**src/rtl/rv32i_types.sv**
```systemverilog
`default_nettype none
// +------------------------------------------------------------------+
// | rv32i_types : shared RV32I decode types and BHT counter helpers  |
// | Rev 1.0                                                          |
// +------------------------------------------------------------------+
package rv32i_types;

    typedef enum logic [6:0] {
        op_b_lui   = 7'b0110111,
        op_b_auipc = 7'b0010111,
        op_b_jal   = 7'b1101111,
        op_b_jalr  = 7'b1100111,
        op_b_br    = 7'b1100011,
        op_b_load  = 7'b0000011,
        op_b_store = 7'b0100011,
        op_b_imm   = 7'b0010011,
        op_b_reg   = 7'b0110011
    } rv32i_opcode;

    typedef enum logic [2:0] {
        beq  = 3'b000,
        bne  = 3'b001,
        blt  = 3'b100,
        bge  = 3'b101,
        bltu = 3'b110,
        bgeu = 3'b111
    } branch_f3_t;

    // Widest legal counter; narrower tables keep the upper bits at zero.
    localparam int c_ctr_max_bits = 4;
    typedef logic [c_ctr_max_bits-1:0] bht_ctr_t;

    typedef struct packed {
        rv32i_opcode opcode;
        logic [2:0]  funct3;
        logic [31:0] pc;
        logic [31:0] i_imm;
        logic [31:0] j_imm;
        logic [31:0] b_imm;
        logic        bp;
        logic [31:0] bp_addr;
    } decode_info_t;

    function automatic bht_ctr_t bht_sat_step(input bht_ctr_t ctr, input logic taken,
                                              input bht_ctr_t max);
        if (taken)
            return (ctr == max) ? ctr : ctr + bht_ctr_t'(1);
        return (ctr == '0) ? ctr : ctr - bht_ctr_t'(1);
    endfunction

endpackage
`default_nettype wire

```
**src/rtl/bht_sat_table.sv**
```systemverilog
`default_nettype none
// +------------------------------------------------------------------+
// | bht_sat_table : table of saturating counters, 1 read + 1 update  |
// | Rev 1.0                                                          |
// +------------------------------------------------------------------+
module bht_sat_table
    import rv32i_types::*;
#(
    parameter int IDX_BITS = 8,
    parameter int CTR_BITS = 2
) (
    input  logic                clk,
    input  logic                rst,
    input  logic [IDX_BITS-1:0] rd_idx,
    output logic                rd_taken,
    input  logic                upd_en,
    input  logic [IDX_BITS-1:0] upd_idx,
    input  logic                upd_taken
);
    localparam int       c_entries  = 1 << IDX_BITS;
    localparam bht_ctr_t c_ctr_max  = bht_ctr_t'((1 << CTR_BITS) - 1);
    localparam bht_ctr_t c_ctr_init = bht_ctr_t'((1 << (CTR_BITS - 1)) - 1);

    bht_ctr_t tbl_q [c_entries];
    bht_ctr_t upd_d;

    always_comb begin
        upd_d = bht_sat_step(tbl_q[upd_idx], upd_taken, c_ctr_max);
    end

    // Write lands on the clock edge, so a same-cycle read sees the old count.
    assign rd_taken = tbl_q[rd_idx][CTR_BITS-1];

    always_ff @(posedge clk) begin
        if (rst) begin
            for (int i = 0; i < c_entries; i++)
                tbl_q[i] <= c_ctr_init;
        end else if (upd_en) begin
            tbl_q[upd_idx] <= upd_d;
        end
    end

endmodule
`default_nettype wire

```
**src/rtl/fu_br_pred.sv**
```systemverilog
`default_nettype none
// +------------------------------------------------------------------+
// | fu_br_pred : 3-stage branch unit, BTB write-back, optional BHT   |
// | BHT built only when FU_BR_BHT_PRED_EN is defined.  Rev 1.0       |
// +------------------------------------------------------------------+
module fu_br_pred
    import rv32i_types::*;
#(
    parameter int BHT_IDX_BITS = 8,
    parameter int CTR_BITS     = 2
) (
    input  logic                    clk,
    input  logic                    rst,
    input  logic                    start,
    input  logic [31:0]             rs1_v,
    input  logic [31:0]             rs2_v,
    input  decode_info_t            decode_info,
    input  logic                    global_branch_signal,
    input  logic [BHT_IDX_BITS-1:0] bht_raddr,
    output logic                    bht_taken,
    output logic                    valid,
    output logic [31:0]             rd_v,
    output logic                    busy,
    output logic                    pc_select,
    output logic [31:0]             pc_branch,
    output logic                    btb_web,
    output logic [BHT_IDX_BITS-1:0] btb_addr,
    output logic [31:0]             btb_din
);
    logic                    s1_valid_q, s1_valid_d;
    decode_info_t            s1_info_q, s1_info_d;
    logic [31:0]             s1_rs1_q, s1_rs1_d, s1_rs2_q, s1_rs2_d;
    logic                    s2_valid_q, s2_valid_d, s2_taken_q, s2_taken_d;
    logic                    s2_is_br_q, s2_is_br_d, s2_mis_q, s2_mis_d;
    logic [31:0]             s2_target_q, s2_target_d, s2_redir_q, s2_redir_d;
    logic [31:0]             s2_rd_q, s2_rd_d;
    logic [BHT_IDX_BITS-1:0] s2_idx_q, s2_idx_d;
    logic                    redir_q, redir_d;

    logic        w_taken, w_is_br, w_is_ctrl, w_mispred, w_live, w_btb_we, w_bht_upd;
    logic [31:0] w_target, w_link, w_pc4;

    // S1: resolve direction and target from the captured operands.
    always_comb begin
        w_taken   = 1'b0;
        w_is_br   = 1'b0;
        w_is_ctrl = 1'b0;
        w_target  = '0;
        w_link    = '0;
        w_pc4     = s1_info_q.pc + 32'd4;
        case (s1_info_q.opcode)
            op_b_jal: begin
                w_is_ctrl = 1'b1;
                w_taken   = 1'b1;
                w_target  = s1_info_q.pc + s1_info_q.j_imm;
                w_link    = w_pc4;
            end
            op_b_jalr: begin
                w_is_ctrl = 1'b1;
                w_taken   = 1'b1;
                w_target  = (s1_rs1_q + s1_info_q.i_imm) & ~32'd1;
                w_link    = w_pc4;
            end
            op_b_br: begin
                w_is_ctrl = 1'b1;
                w_is_br   = 1'b1;
                w_target  = s1_info_q.pc + s1_info_q.b_imm;
                case (branch_f3_t'(s1_info_q.funct3))
                    beq:     w_taken = (s1_rs1_q == s1_rs2_q);
                    bne:     w_taken = (s1_rs1_q != s1_rs2_q);
                    blt:     w_taken = ($signed(s1_rs1_q) <  $signed(s1_rs2_q));
                    bge:     w_taken = ($signed(s1_rs1_q) >= $signed(s1_rs2_q));
                    bltu:    w_taken = (s1_rs1_q <  s1_rs2_q);
                    bgeu:    w_taken = (s1_rs1_q >= s1_rs2_q);
                    default: w_taken = 1'b0;
                endcase
            end
            default: ;
        endcase
        w_mispred = w_is_ctrl & ((w_taken & ~s1_info_q.bp)
                               | (w_taken & s1_info_q.bp & (s1_info_q.bp_addr != w_target))
                               | (~w_taken & s1_info_q.bp));
    end

    // A redirect kills everything in flight, including an op issued this cycle.
    always_comb begin
        s1_valid_d  = start & ~global_branch_signal;
        s1_info_d   = start ? decode_info : s1_info_q;
        s1_rs1_d    = start ? rs1_v : s1_rs1_q;
        s1_rs2_d    = start ? rs2_v : s1_rs2_q;
        s2_valid_d  = s1_valid_q & ~global_branch_signal;
        s2_taken_d  = s1_valid_q ? w_taken : s2_taken_q;
        s2_is_br_d  = s1_valid_q ? w_is_br : s2_is_br_q;
        s2_mis_d    = s1_valid_q ? w_mispred : s2_mis_q;
        s2_target_d = s1_valid_q ? w_target : s2_target_q;
        s2_redir_d  = s1_valid_q ? (w_taken ? w_target : w_pc4) : s2_redir_q;
        s2_rd_d     = s1_valid_q ? w_link : s2_rd_q;
        s2_idx_d    = s1_valid_q ? s1_info_q.pc[BHT_IDX_BITS+1:2] : s2_idx_q;
        redir_d     = pc_select;
    end

    always_ff @(posedge clk) begin
        if (rst) begin
            s1_valid_q  <= 1'b0;
            s1_info_q   <= '0;
            s1_rs1_q    <= '0;
            s1_rs2_q    <= '0;
            s2_valid_q  <= 1'b0;
            s2_taken_q  <= 1'b0;
            s2_is_br_q  <= 1'b0;
            s2_mis_q    <= 1'b0;
            s2_target_q <= '0;
            s2_redir_q  <= '0;
            s2_rd_q     <= '0;
            s2_idx_q    <= '0;
            redir_q     <= 1'b0;
        end else begin
            s1_valid_q  <= s1_valid_d;
            s1_info_q   <= s1_info_d;
            s1_rs1_q    <= s1_rs1_d;
            s1_rs2_q    <= s1_rs2_d;
            s2_valid_q  <= s2_valid_d;
            s2_taken_q  <= s2_taken_d;
            s2_is_br_q  <= s2_is_br_d;
            s2_mis_q    <= s2_mis_d;
            s2_target_q <= s2_target_d;
            s2_redir_q  <= s2_redir_d;
            s2_rd_q     <= s2_rd_d;
            s2_idx_q    <= s2_idx_d;
            redir_q     <= redir_d;
        end
    end

    // S2: outputs; the cycle after our own redirect must not redirect again.
    assign w_live    = s2_valid_q & ~global_branch_signal;
    assign w_btb_we  = w_live & s2_taken_q;
    assign w_bht_upd = w_live & s2_is_br_q;
    assign valid     = w_live;
    assign rd_v      = w_live ? s2_rd_q : 32'd0;
    assign busy      = s1_valid_q | s2_valid_q;
    assign pc_select = w_live & s2_mis_q & ~redir_q;
    assign pc_branch = pc_select ? s2_redir_q : 32'd0;
    assign btb_web   = ~w_btb_we;
    assign btb_addr  = w_btb_we ? s2_idx_q : '0;
    assign btb_din   = w_btb_we ? s2_target_q : 32'd0;

`ifdef FU_BR_BHT_PRED_EN
    bht_sat_table #(
        .IDX_BITS (BHT_IDX_BITS),
        .CTR_BITS (CTR_BITS)
    ) u_bht (
        .clk       (clk),
        .rst       (rst),
        .rd_idx    (bht_raddr),
        .rd_taken  (bht_taken),
        .upd_en    (w_bht_upd),
        .upd_idx   (s2_idx_q),
        .upd_taken (s2_taken_q)
    );
`else
    logic w_unused_bht;
    assign w_unused_bht = ^{bht_raddr, w_bht_upd};
    assign bht_taken    = 1'b0;
`endif

endmodule
`default_nettype wire

```
**config.mk**
```make
export PLATFORM = sky130hd
export DESIGN_NAME = fu_br_pred
export DESIGN_NICKNAME = d
export VERILOG_FILES = /design/src/rtl/rv32i_types.sv /design/src/rtl/bht_sat_table.sv /design/src/rtl/fu_br_pred.sv
export SDC_FILE = /design/constraint.sdc
export NUM_CORES = 1
export LEC_CHECK = 0
export CAP_MARGIN = 20
export CORE_ASPECT_RATIO = 1.2
export CORE_MARGIN = 2
export CORE_UTILIZATION = 58
export CTS_CLUSTER_SIZE = 30
export DETAILED_ROUTE_END_ITERATION = 10
export PLACE_DENSITY = 0.94
export SYNTH_ARGS = -nofsm -noshare
export SYNTH_HDL_FRONTEND = slang
export SYNTH_SLANG_ARGS = --single-unit
```
**constraint.sdc**
```tcl
create_clock -name clk -period 10.6 [get_ports clk]
set_input_delay 1.06 -clock clk [delete_from_list [all_inputs] [get_ports clk]]
set_output_delay 1.06 -clock clk [all_outputs]
set_load 0.02 [all_outputs]
```
Yosys cells after proc, flatten, opt, wreduce, memory -nomap -nowiden. Cells that the tools add are included.

Register bits: 344. Input port bits: 247. Output and inout bits: 109. Word-level logic and storage cells: 70.

Add/subtract/negate cells: 4. Magnitude comparators: 4. Equal/unequal tests: 11. Muxes and demuxes: 10. Bitwise operators: 19. Reductions and logical operators: 3.

Operator list (count): two-way mux 32 bit (5); adder 32 bit (3); one-hot mux 32 bit (3 select lines) (1); >= comparator 32 bit (2); less-than comparator 32 bit (2); inequality test 32 bit (2); adder 32 x 3 -> 32 bit (second input constant) (1); == test 32 bit (1); == test 7 bit (second input constant) (3); == test 3 bit (second input constant) (4); AND 1 bit (11); two-way mux 8 bit (1); one-hot mux 1 bit (6 select lines) (1); NOT 1 bit (5); == test 3 x 1 -> 1 bit (second input constant) (1); zero test 3 bit (1); OR 1 bit (3); OR reduction 3 bit (1); one-hot mux 1 bit (2 select lines) (1); OR reduction 2 bit (1); two-way mux 1 bit (1).

Logic depth before layout (Yosys ltp). Gate-level depths: netlist (run 1).

Depth in word-level cells: 8. Gate-level depth with buffers: 20. Mapped depth without buffers: 18.

Worst setup path before layout (run 1). No wires, ideal clock.

Kind: register to register. From: register s1_info_q[168] in the netlist's numbering. To: register s2_mis_q. Setup time: 120 ps. Arrival time: 4351 ps. Data required time: 10480 ps. Path slack: 6129 ps. Cell stages (with the launch flop): 20. Path buffers: 2. Clock period less this slack: 4471 ps. Path through: dfxtp_1 > nand2b_1 > nor2_1 > clkbuf_1 > nand2_1 > clkbuf_1 > mux2_2 > ha_1 > and2_4 > a221o_1 > o2111ai_2 > a31oi_1 > o21a_1 > o31a_2 > xnor2_1 > a2111oi_4 > nand4_1 > nor4_2 > nand4_1 > o31a_1.

Word-level cells in the longest chain between the ends: 8. Elaborated cells on any way between the ends: 17. Those cells by class: eq/ne: 4; mux: 3; bitwise: 8; reduce/logical: 2.

RTL lines: start, declared (RTL line fu_br_pred.sv:31) `decode_info_t s1_info_q, s1_info_d;`; start signal, assigned (RTL line fu_br_pred.sv:119) `s1_info_q <= s1_info_d;`; parallel branches: the longest is 7 deep, another holds one-hot mux 32 bit (3 select lines); AND 1 bit (*) (RTL line fu_br_pred.sv:80) `w_mispred = w_is_ctrl & ((w_taken & ~s1_info_q.bp)`; end signal, assigned (RTL line fu_br_pred.sv:125) `s2_mis_q <= s2_mis_d;`; end, declared (RTL line fu_br_pred.sv:34) `logic s2_is_br_q, s2_is_br_d, s2_mis_q, s2_mis_d;`.

Every way passes the cells marked *. A chain may end at the register's enable or synchronous reset.

Worst setup path after layout (run 1).
From: register s1_info_q[166] in the netlist's numbering. To: register s2_mis_q.

The elaborated chain is that of the path after synthesis.

==> results.yml, run 1 <==
status:
  status: "finished clean"
timing:
  rsz0062_at_grt: "no"
  hold_viol_final: 0
  fin_crit_sh: 0.555
  fin_skew_ns: 0.0222
  worst_slew_pin_slew_ns: 1.13
  setup_tns_ns: 0
  finalSetupViolations: 0
  max_slew_margin: 0.249
  report.final.slew_viol_count: 0
  timing.hold.ws_ns: 0.449
  fmax_mhz: 170
  period_minus_slack_ns: 5.88
die:
  fp.dieArea_sq_um: 34800
  dieHeight_microns: 204
  io_pins: 356
  start_util: 0.587
  die_w_microns: 171
  core_sq_um: 33000
  row_count: 73
clock_tree:
  cts_tree: "yes"
  clock_sink_count: 344
  cts-root-buf: "clkbuf_16"
  cts_buffers: 34
  hold_buffers: 0
  clock_latency_ns: 0.54
  post_cts.repair.setup_buffers: 0
  cts_max_level: 2
  cts_buffer_depth: 3
  post_cts_resized: 0
  clkTransAtPathRegs_ns: 0.08
setup_path:
  cp_max_fo: 31
  critPathArrivalTime_ns: 6.30
  cp_cell_sequence: "nor2_1 -> nand2_1 -> buf_4 -> mux2_2 -> ha_1 -> fa_1 -> a21oi_1 -> or2_1 -> nand2_1 -> xor2_1 -> a22oi_1 -> xnor2_1 -> a2111oi_2 -> and4_1 -> nand4_1 -> nor4_2 -> nand4_1 -> o31a_1"
  max_stage_delay_ns: 0.81
  r2r-end: "s2_mis_q"
  worst-path-stages: 18
  reg2reg_depth: 18
  cp_num_buf_inv: 1
  reg2reg_slack_ns: 4.72
  r2r_start: "s1_info_q[166]"
  cp-start-kind: "register"
  crit_end: "s2_mis_q"
  required_ns: 11.02
  crit_path_end_kind: "register"
  worst-setup-path-type: "register to register"
  slowest_stage: "a22oi_1"
  cp-startpoint: "s1_info_q[166]"
  cp_top_family: "compound AO/OA/AOI/OAI gates"
synthesis:
  avgSynthCellArea_sq_um: 8.86
  synth.area.top_cells: "dfxtp_1 36%, mux2i_1 16%, nor2_1 7.2%"
  synthCells: 2183
  synth.top_cell.area_share: 0.356
  async_flop_share: 0
  syn_area_sq_um: 19300
  ys_ff_latch: 344
  synthesis.nets: 2533
  yosysSeqAreaShare: 0.356
  yosysMostFrequentCell: "nor2_1"
  synth_top_cell_by_area: "dfxtp_1"
  synth_ff_type: "dfxtp_1"
  synth_commonest_cells: "369 x nor2_1, 344 x dfxtp_1, 314 x mux2i_1"
  synth.distinct_cells: 99
  yosys_warnings: 0
  synth-edff-count: 0
detailed_routing:
  drt_iter0_markers: 2036
  routed_wl_microns: 62400
  drtAntennaViolNets: 0
  via_per_inst: 6.06
  vias: 17700
  wl_per_cell_microns: 21.3
  drc: 0
  drtPass1Iterations: 5
placement:
  portBuffers: 346
  gp_congestion: 0.951
  post_dp_cell_area_sq_um: 23000
  hpwl_microns: 45500
  place_inst: 2862
final_layout:
  final_cell_area_sq_um: 24200
  instances_no_fill: 2928
  area_delta_synth_final_pct: 25.0
  layout.nets: 2801
  drive_above_1_share: 0.0622
pwr:
  ir_drop_v: 0.000166
  p_leak_nw: 10.2
  finalPower_mw: 3.14
  pwr_density_cell_nw_per_um2: 130
worst_hold_path:
  hold_path.class: "register to register"
global_route:
  antenna_found_initial: 3
  overflow: 0
  grt_use_total: 0.349
  grt_pass1_wl_microns: 94500
  grt_pass1_vias: 17700
  grt_max_degree: 135
job:
  cap_violations: 0
## routing by layer
layer  GRT usage  wire (microns)  share of wire  vias to the layer above
met5           0               8        0.00013                        -
met4       0.255            5010          0.080                        2
met3      0.0627            4420          0.071                      244
met2       0.589           29500           0.47                      906
met1       0.393           23400           0.38                     8368
li1            -               -              -                     8224
## worst min-delay path, cell delays in order (launching register included)
cell	delay [ns]
dfxtp_1	0.32
nand2_1	0.04
o21ai_0	0.06
## registers in the layout (all words and copies together), names as in the netlist
name and cells:
redir_q 1, s1_info_q 171, s1_rs1_q 32, s1_rs2_q 32, s1_valid_q 1, s2_idx_q 8
s2_mis_q 1, s2_rd_q 32, s2_redir_q 32, s2_taken_q 1, s2_target_q 32, s2_valid_q 1
## power breakdown
| part | total [mW] | internal (mW) | switching [mW] | leakage, nW |
|---|---|---|---|---|
| combinational | 0.494 | 0.236 | 0.258 | 6.84 |
| sequential | 1.41 | 1.35 | 0.0579 | 2.82 |
| clock | 1.23 | 0.706 | 0.525 | 0.545 |
| total | 3.14 | 2.30 | 0.840 | 10.2 |
## layout by cell type, fill, tap and decap left out, types with 5 or more instances in the layout
master,n
nand2_1,109
nor2b_1,8
clkbuf_16,35
xnor2_1,45
and2_1,73
clkbuf_8,7
a211oi_1,40
o211ai_1,8
o21ai_0,72
or3_1,8
nor2_1,367
o21ai_1,5
a31oi_1,10
buf_4,15
and4_1,6
and3_1,50
nand4_1,42
mux2_2,33
nand3_1,33
clkbuf_1,6
o21a_1,14
mux2i_1,313
clkinv_2,6
a21o_1,23
a21oi_1,74
xor2_1,52
a22oi_1,17
o21bai_1,9
nor3_1,18
nand2b_1,13
ha_1,101
clkdlybuf4s50_1,344
dfxtp_1,343
inv_1,44
a211o_1,5
## through the flow
step | setup WS (ns) | utilization
6_report | 4.72 | 0.733
5_1_grt | 4.68 | 0.733
4_1_cts | 4.87 | 0.731
3_5_place_dp | 4.89 | 0.698
3_3_place_gp | 4.98 | 0.698
2_1_floorplan | 6.13 | -
## cells by family (layout without fill, tap and decap cells)
logic type / Yosys count / in the layout / synth area share
simple gates: 773 / 773 / 0.190
mux: 347 / 347 / 0.182
flops: 344 / 344 / 0.356
compound gates: 339 / 339 / 0.122
buf+inv: 177 / 469 / 0.0367
fa+ha+maj: 103 / 103 / 0.0674
xor+xnor: 99 / 99 / 0.0456
other cells: 1 / 4 / 0.000194
## how the worst min path moves through the flow
| stage | cells past startpoint | from | end | slack (ns) |
|---|---|---|---|---|
| finish | 2 | s2_rd_q[5] | s2_rd_q[5] | 0.45 |
| detailed placement | 2 | s2_rd_q[5] | s2_rd_q[5] | 0.44 |
| global placement | 2 | s2_rd_q[9] | s2_rd_q[9] | 0.43 |
| floorplan | 2 | s2_rd_q[10] | s2_rd_q[10] | 0.42 |
| global route | 2 | s2_rd_q[4] | s2_rd_q[4] | 0.49 |
| CTS | 2 | s2_rd_q[5] | s2_rd_q[5] | 0.45 |
## final cells by class
cell class / instances / area [sq um]
clock inverters: 12 / 121
fillers: 2244 / 8800
inverters: 44 / 165
multi-input cells: 1662 / 11800
flip-flops and latches: 344 / 6890
repair buffers: 365 / 3660
well taps: 450 / 563
clock buffers: 48 / 995
diodes: 3 / 7.51
Note: power is estimated with default switching activity, not from simulation.
==> run 2: changes to the inputs <==
- CORE_UTILIZATION: 58 -> 48
- PLACE_DENSITY: 0.94 -> 0.84
- clock period: 10.6 -> 5.4 ns (I/O delays scaled with it)
==> results.yml, run 2 (synthesis gave the netlist of run 1 again) <==
final_layout:
  final_common_cell: "nor2_1"
  fill_cells: 3253
  final_cell_mix: "367 x nor2_1, 344 x clkdlybuf4s50_1, 343 x dfxtp_1"
  regMostFlops: "s1_info_q"
  largest_register_ffs: 171
  layout.nets: 2814
  final_cell_area_sq_um: 24500
  drive_above_1_share: 0.0682
  area_delta_synth_final_pct: 26.8
global_route:
  grt_pass1_wl_microns: 94400
  overflow: 0
  grt_max_degree: 157
  grt_use_total: 0.286
  grt_pass1_vias: 17200
  antenna_found_initial: 7
die:
  dieHeight_microns: 224
  start_util: 0.487
  die_w_microns: 187
  fp.dieArea_sq_um: 41900
  row_count: 80
  io_pins: 356
  core_sq_um: 39700
setup_path:
  critPathArrivalTime_ns: 5.36
  max_stage_delay_ns: 0.61
  cp_top_family: "simple AND/OR/NAND/NOR gates"
  required_ns: 5.83
  cp_max_fo: 31
  cp-start-kind: "register"
  r2r_start: "s1_info_q[168]"
  reg2reg_depth: 17
  cp_num_buf_inv: 1
  r2r-end: "s2_mis_q"
  worst-setup-path-type: "register to register"
  crit_path_end_kind: "register"
  slowest_stage: "or4_1"
  cp_cell_sequence: "nand2b_1 -> nor2_1 -> nand2_1 -> buf_12 -> mux2_2 -> ha_1 -> nand4_1 -> or4_1 -> nor2_1 -> o211ai_1 -> a31oi_1 -> and4bb_1 -> xor2_1 -> nand4_2 -> nor4_2 -> nand4_1 -> o31a_1"
  reg2reg_slack_ns: 0.47
pwr:
  combPwrFrac: 0.150
  swShare: 0.262
  pwr-share-clk: 0.416
  p_sw_mw: 1.67
  pwr_density_cell_nw_per_um2: 260
  finalPower_mw: 6.38
  p_leak_nw: 10.3
  pwr-share-seq: 0.434
  ir_drop_v: 0.000240
  internal-power_mw: 4.71
placement:
  post_dp_cell_area_sq_um: 23200
  pre_cts_slack_ns: 0.530
  portBuffers: 346
  gp_congestion: 0.935
  hpwl_microns: 46600
clock_tree:
  cts_buffers: 36
  clock_sink_count: 344
  clkTransAtPathRegs_ns: 0.07
  clock_latency_ns: 0.54
  cts_buffer_depth: 3
  cts_tree: "yes"
  cts-root-buf: "clkbuf_16"
  cts_max_level: 2
timing:
  period_minus_slack_ns: 4.93
  worst_slew_pin_slew_ns: 1.07
  report.final.slew_viol_count: 0
  setup_tns_ns: 0
  hold_viol_final: 0
  rsz0062_at_grt: "no"
  max_slew_margin: 0.287
  setup_ws_ns: 0.465
  finalSetupViolations: 0
  fmax_mhz: 203
  fin_skew_ns: 0.0177
  fin_crit_sh: 0.914
worst_hold_path:
  hold_end: "s2_rd_q[13]"
  min_path_cells: 2
  min-delay-start: "s2_rd_q[13]"
  hold_path.class: "register to register"
detailed_routing:
  drt_iter0_markers: 1376
  wl_per_cell_microns: 20.5
  routed_wl_microns: 62200
  drtAntennaViolNets: 0
  via_per_inst: 5.71
  drc: 0
  drtPass1Iterations: 5
  vias: 17300
status:
  status: "finished clean"
job:
  cap_violations: 0
==> run 2: how the worst max path moves through the flow <==
stage | to | start | cells after the start
floorplan | s2_mis_q | s1_info_q[168] | 19
global placement | s2_mis_q | s1_info_q[168] | 17
detailed placement | s2_mis_q | s1_info_q[168] | 17
CTS | s2_mis_q | s1_info_q[168] | 17
global route | s2_mis_q | s1_info_q[170] | 18
finish | s2_mis_q | s1_info_q[168] | 17
==> run 2: worst reg2reg max path: stages, from the launching register on <==
cell and delay (ns):
dfxtp_1 0.34, nand2b_1 0.20, nor2_1 0.09, nand2_1 0.22, buf_12 0.25, mux2_2 0.44
ha_1 0.47, nand4_1 0.35, or4_1 0.62, nor2_1 0.16, o211ai_1 0.14, a31oi_1 0.17
and4bb_1 0.31, xor2_1 0.22, nand4_2 0.13, nor4_2 0.30, nand4_1 0.13, o31a_1 0.30
==> run 2: area by class of cell <==
type / instances / area, sq um / share of cell area
Multi-Input combinational cell: 1662 / 11800 / 0.480
Clock buffer: 53 / 1080 / 0.0439
Inverter: 44 / 165 / 0.00673
Sequential cell: 344 / 6890 / 0.281
Timing Repair Buffer: 376 / 3740 / 0.152
Tap cell: 533 / 667 / 0.0272
Antenna cell: 7 / 17.5 / 0.000714
Clock inverter: 13 / 194 / 0.00791
==> run 2: through the flow <==
stage          hold WS (ns)  std cells   util
2_1_floorplan         0.417       2183      -
3_3_place_gp          0.430       2957  0.584
3_5_place_dp          0.437       2958  0.584
4_1_cts               0.451       3024  0.616
5_1_grt               0.475       3030  0.617
6_report              0.450       3032  0.617
==> run 2: layer usage <==
metal	vias to the layer above	wire length (microns)	track usage	part of all wire
li1	8243	-	-	-
met1	8271	24700	0.334	0.40
met2	657	29900	0.498	0.48
met3	149	3820	0.0409	0.061
met4	2	3760	0.171	0.060
met5	-	12	0	0.00019
==> run 2: power by group through the flow <==
| stage | Clock [mW] | Combinational, mW | Sequential [mW] |
|---|---|---|---|
| global placement | 0 | 0.912 | 2.82 |
| global route | 2.79 | 1.03 | 2.78 |
| detailed placement | 0 | 0.935 | 2.82 |
| floorplan | 0 | 0.601 | 2.78 |
| CTS | 2.68 | 0.946 | 2.77 |
| finish | 2.66 | 0.955 | 2.77 |
==> run 2: timing repair <==
action,CTS,global route
endpoints found under the setup margin,0,1
hold endpoints to repair,0,0
hold buffers,0,0
gates resized for setup,0,1
setup buffers,0,0
==> run 3: changes to the inputs <==
- SLEW_MARGIN: default -> 25
==> results.yml, run 3 (synthesis gave the netlist of run 1 again) <==
pwr:
  p_sw_mw: 1.63
  pwr_density_cell_nw_per_um2: 255
  pwr-share-clk: 0.403
  p_leak_nw: 10.3
  internal-power_mw: 4.61
  finalPower_mw: 6.24
  ir_drop_v: 0.000268
  combPwrFrac: 0.153
  swShare: 0.262
  pwr-share-seq: 0.444
clock_tree:
  clock_latency_ns: 0.53
  clkTransAtPathRegs_ns: 0.06
  cts_tree: "yes"
  cts_buffers: 37
  cts-root-buf: "clkbuf_16"
  post_cts_resized: 0
  cts_max_level: 2
  clock_sink_count: 344
  post_cts.repair.setup_buffers: 0
  cts_buffer_depth: 3
  hold_buffers: 0
timing:
  period_minus_slack_ns: 4.92
  worst_slew_pin_slew_ns: 1.01
  hold_viol_final: 0
  fmax_mhz: 203
  rsz0062_at_grt: "no"
  setup_tns_ns: 0
  report.final.slew_viol_count: 0
  max_slew_margin: 0.325
  fin_crit_sh: 0.911
  fin_skew_ns: 0.0171
  finalSetupViolations: 0
detailed_routing:
  vias: 17300
  drt_iter0_markers: 1340
  drtAntennaViolNets: 0
  wl_per_cell_microns: 20.4
  drc: 0
  via_per_inst: 5.73
  drtPass1Iterations: 5
  routed_wl_microns: 61700
setup_path:
  critPathArrivalTime_ns: 5.35
  slowest_stage: "mux2_2"
  cp-start-kind: "register"
  cp_num_buf_inv: 1
  path_common_cell: "nand4_1"
  cp_top_family: "compound AO/OA/AOI/OAI gates"
  max_stage_delay_ns: 0.40
  cp_max_fo: 31
  crit_path_end_kind: "register"
  cp_cell_sequence: "nand2b_1 -> nor2_1 -> nand2_1 -> buf_12 -> mux2_2 -> ha_1 -> a21oi_1 -> o21ai_0 -> or3_1 -> o311ai_0 -> a311oi_1 -> a31o_2 -> xor2_1 -> a211oi_1 -> nand4_1 -> nor4_2 -> nand4_1 -> o31a_1"
  required_ns: 5.83
  worst-setup-path-type: "register to register"
status:
  status: "finished clean"
global_route:
  grtUsageMet2: 0.493
  grt_pass1_wl_microns: 93700
  grt_max_degree: 157
  antenna_found_initial: 6
  overflow: 0
  grt_pass1_vias: 17100
  use_met3: 0.0479
  use_met1: 0.332
  gr-max-usage-layer: "met2"
  grt_use_total: 0.284
die:
  die_w_microns: 187
  row_count: 80
  start_util: 0.487
  fp.dieArea_sq_um: 41900
  dieHeight_microns: 224
  core_sq_um: 39700
  io_pins: 356
final_layout:
  final_cell_mix: "367 x nor2_1, 344 x clkdlybuf4s50_1, 342 x dfxtp_1"
  regMostFlops: "s1_info_q"
  largest_register_ffs: 171
  area_delta_synth_final_pct: 26.3
  drive_above_1_share: 0.0676
  layout.nets: 2814
  final_common_cell: "nor2_1"
placement:
  hpwl_microns: 46600
  portBuffers: 346
  gp_congestion: 0.935
worst_hold_path:
  hold_path.class: "register to register"
job:
  cap_violations: 0
-- run 3: changes by cell type in the layout (fill, tap and decap cells not counted), moves of 2 or more --
cell | previous run | this run
diode_2 | 7 | 5
bufinv_16 | 4 | 2
buf_8 | 4 | 2
clkinvlp_4 | 3 | 1
-- run 3: final cells by class --
class / count / area [sq um]
diodes: 5 / 12.5
clock buffers: 52 / 1070
clock inverters: 10 / 124
fillers: 3254 / 15300
inverters: 44 / 165
multi-input cells: 1662 / 11800
flip-flops and latches: 344 / 6890
well taps: 533 / 667
repair buffers: 375 / 3720
-- run 3: worst paths after layout --
path                       start  cells past startpoint  slack [ns]    endpoint
setup / recovery  s1_info_q[168]                     18        0.48    s2_mis_q
hold / removal        s2_rd_q[4]                      2        0.45  s2_rd_q[4]
setup reg to reg  s1_info_q[168]                     18        0.48    s2_mis_q
hold reg to reg       s2_rd_q[4]                      2        0.45  s2_rd_q[4]
-- run 3: metrics by stage --
stage                     hold slack, ns  instances  utilization  area, sq um  worst slack, ns
final                              0.446       3025        0.615        24400            0.480
after global routing               0.477       3023        0.615        24400            0.185
after CTS                          0.447       3020        0.614        24400            0.488
after detailed placement           0.434       2958        0.584        23200            0.540
after global placement             0.430       2957        0.584        23200            0.627
after floorplan                    0.417       2183            -        19300            0.929
-- run 3: layer usage --
layer  vias to the layer above  share of wire
met5                         -        0.00018
met4                         2          0.060
met3                       154          0.068
met2                       730           0.47
met1                      8186           0.40
li1                       8250              -
-- run 3: worst min-delay path, delay by kind of cell, from the launching register on --
family | cells | cell delay (ns)
AO/OA/AOI/OAI | 1 | 0.05
flip-flops | 1 | 0.32
AND/OR/NAND/NOR | 1 | 0.04
-- run 3: power groups by stage --
stage | registers (mW) | clock network, mW | logic (mW)
after floorplan | 2.78 | 0 | 0.601
after global placement | 2.82 | 0 | 0.912
after detailed placement | 2.82 | 0 | 0.936
after CTS | 2.77 | 2.55 | 0.944
after global routing | 2.78 | 2.65 | 1.03
final | 2.77 | 2.52 | 0.954
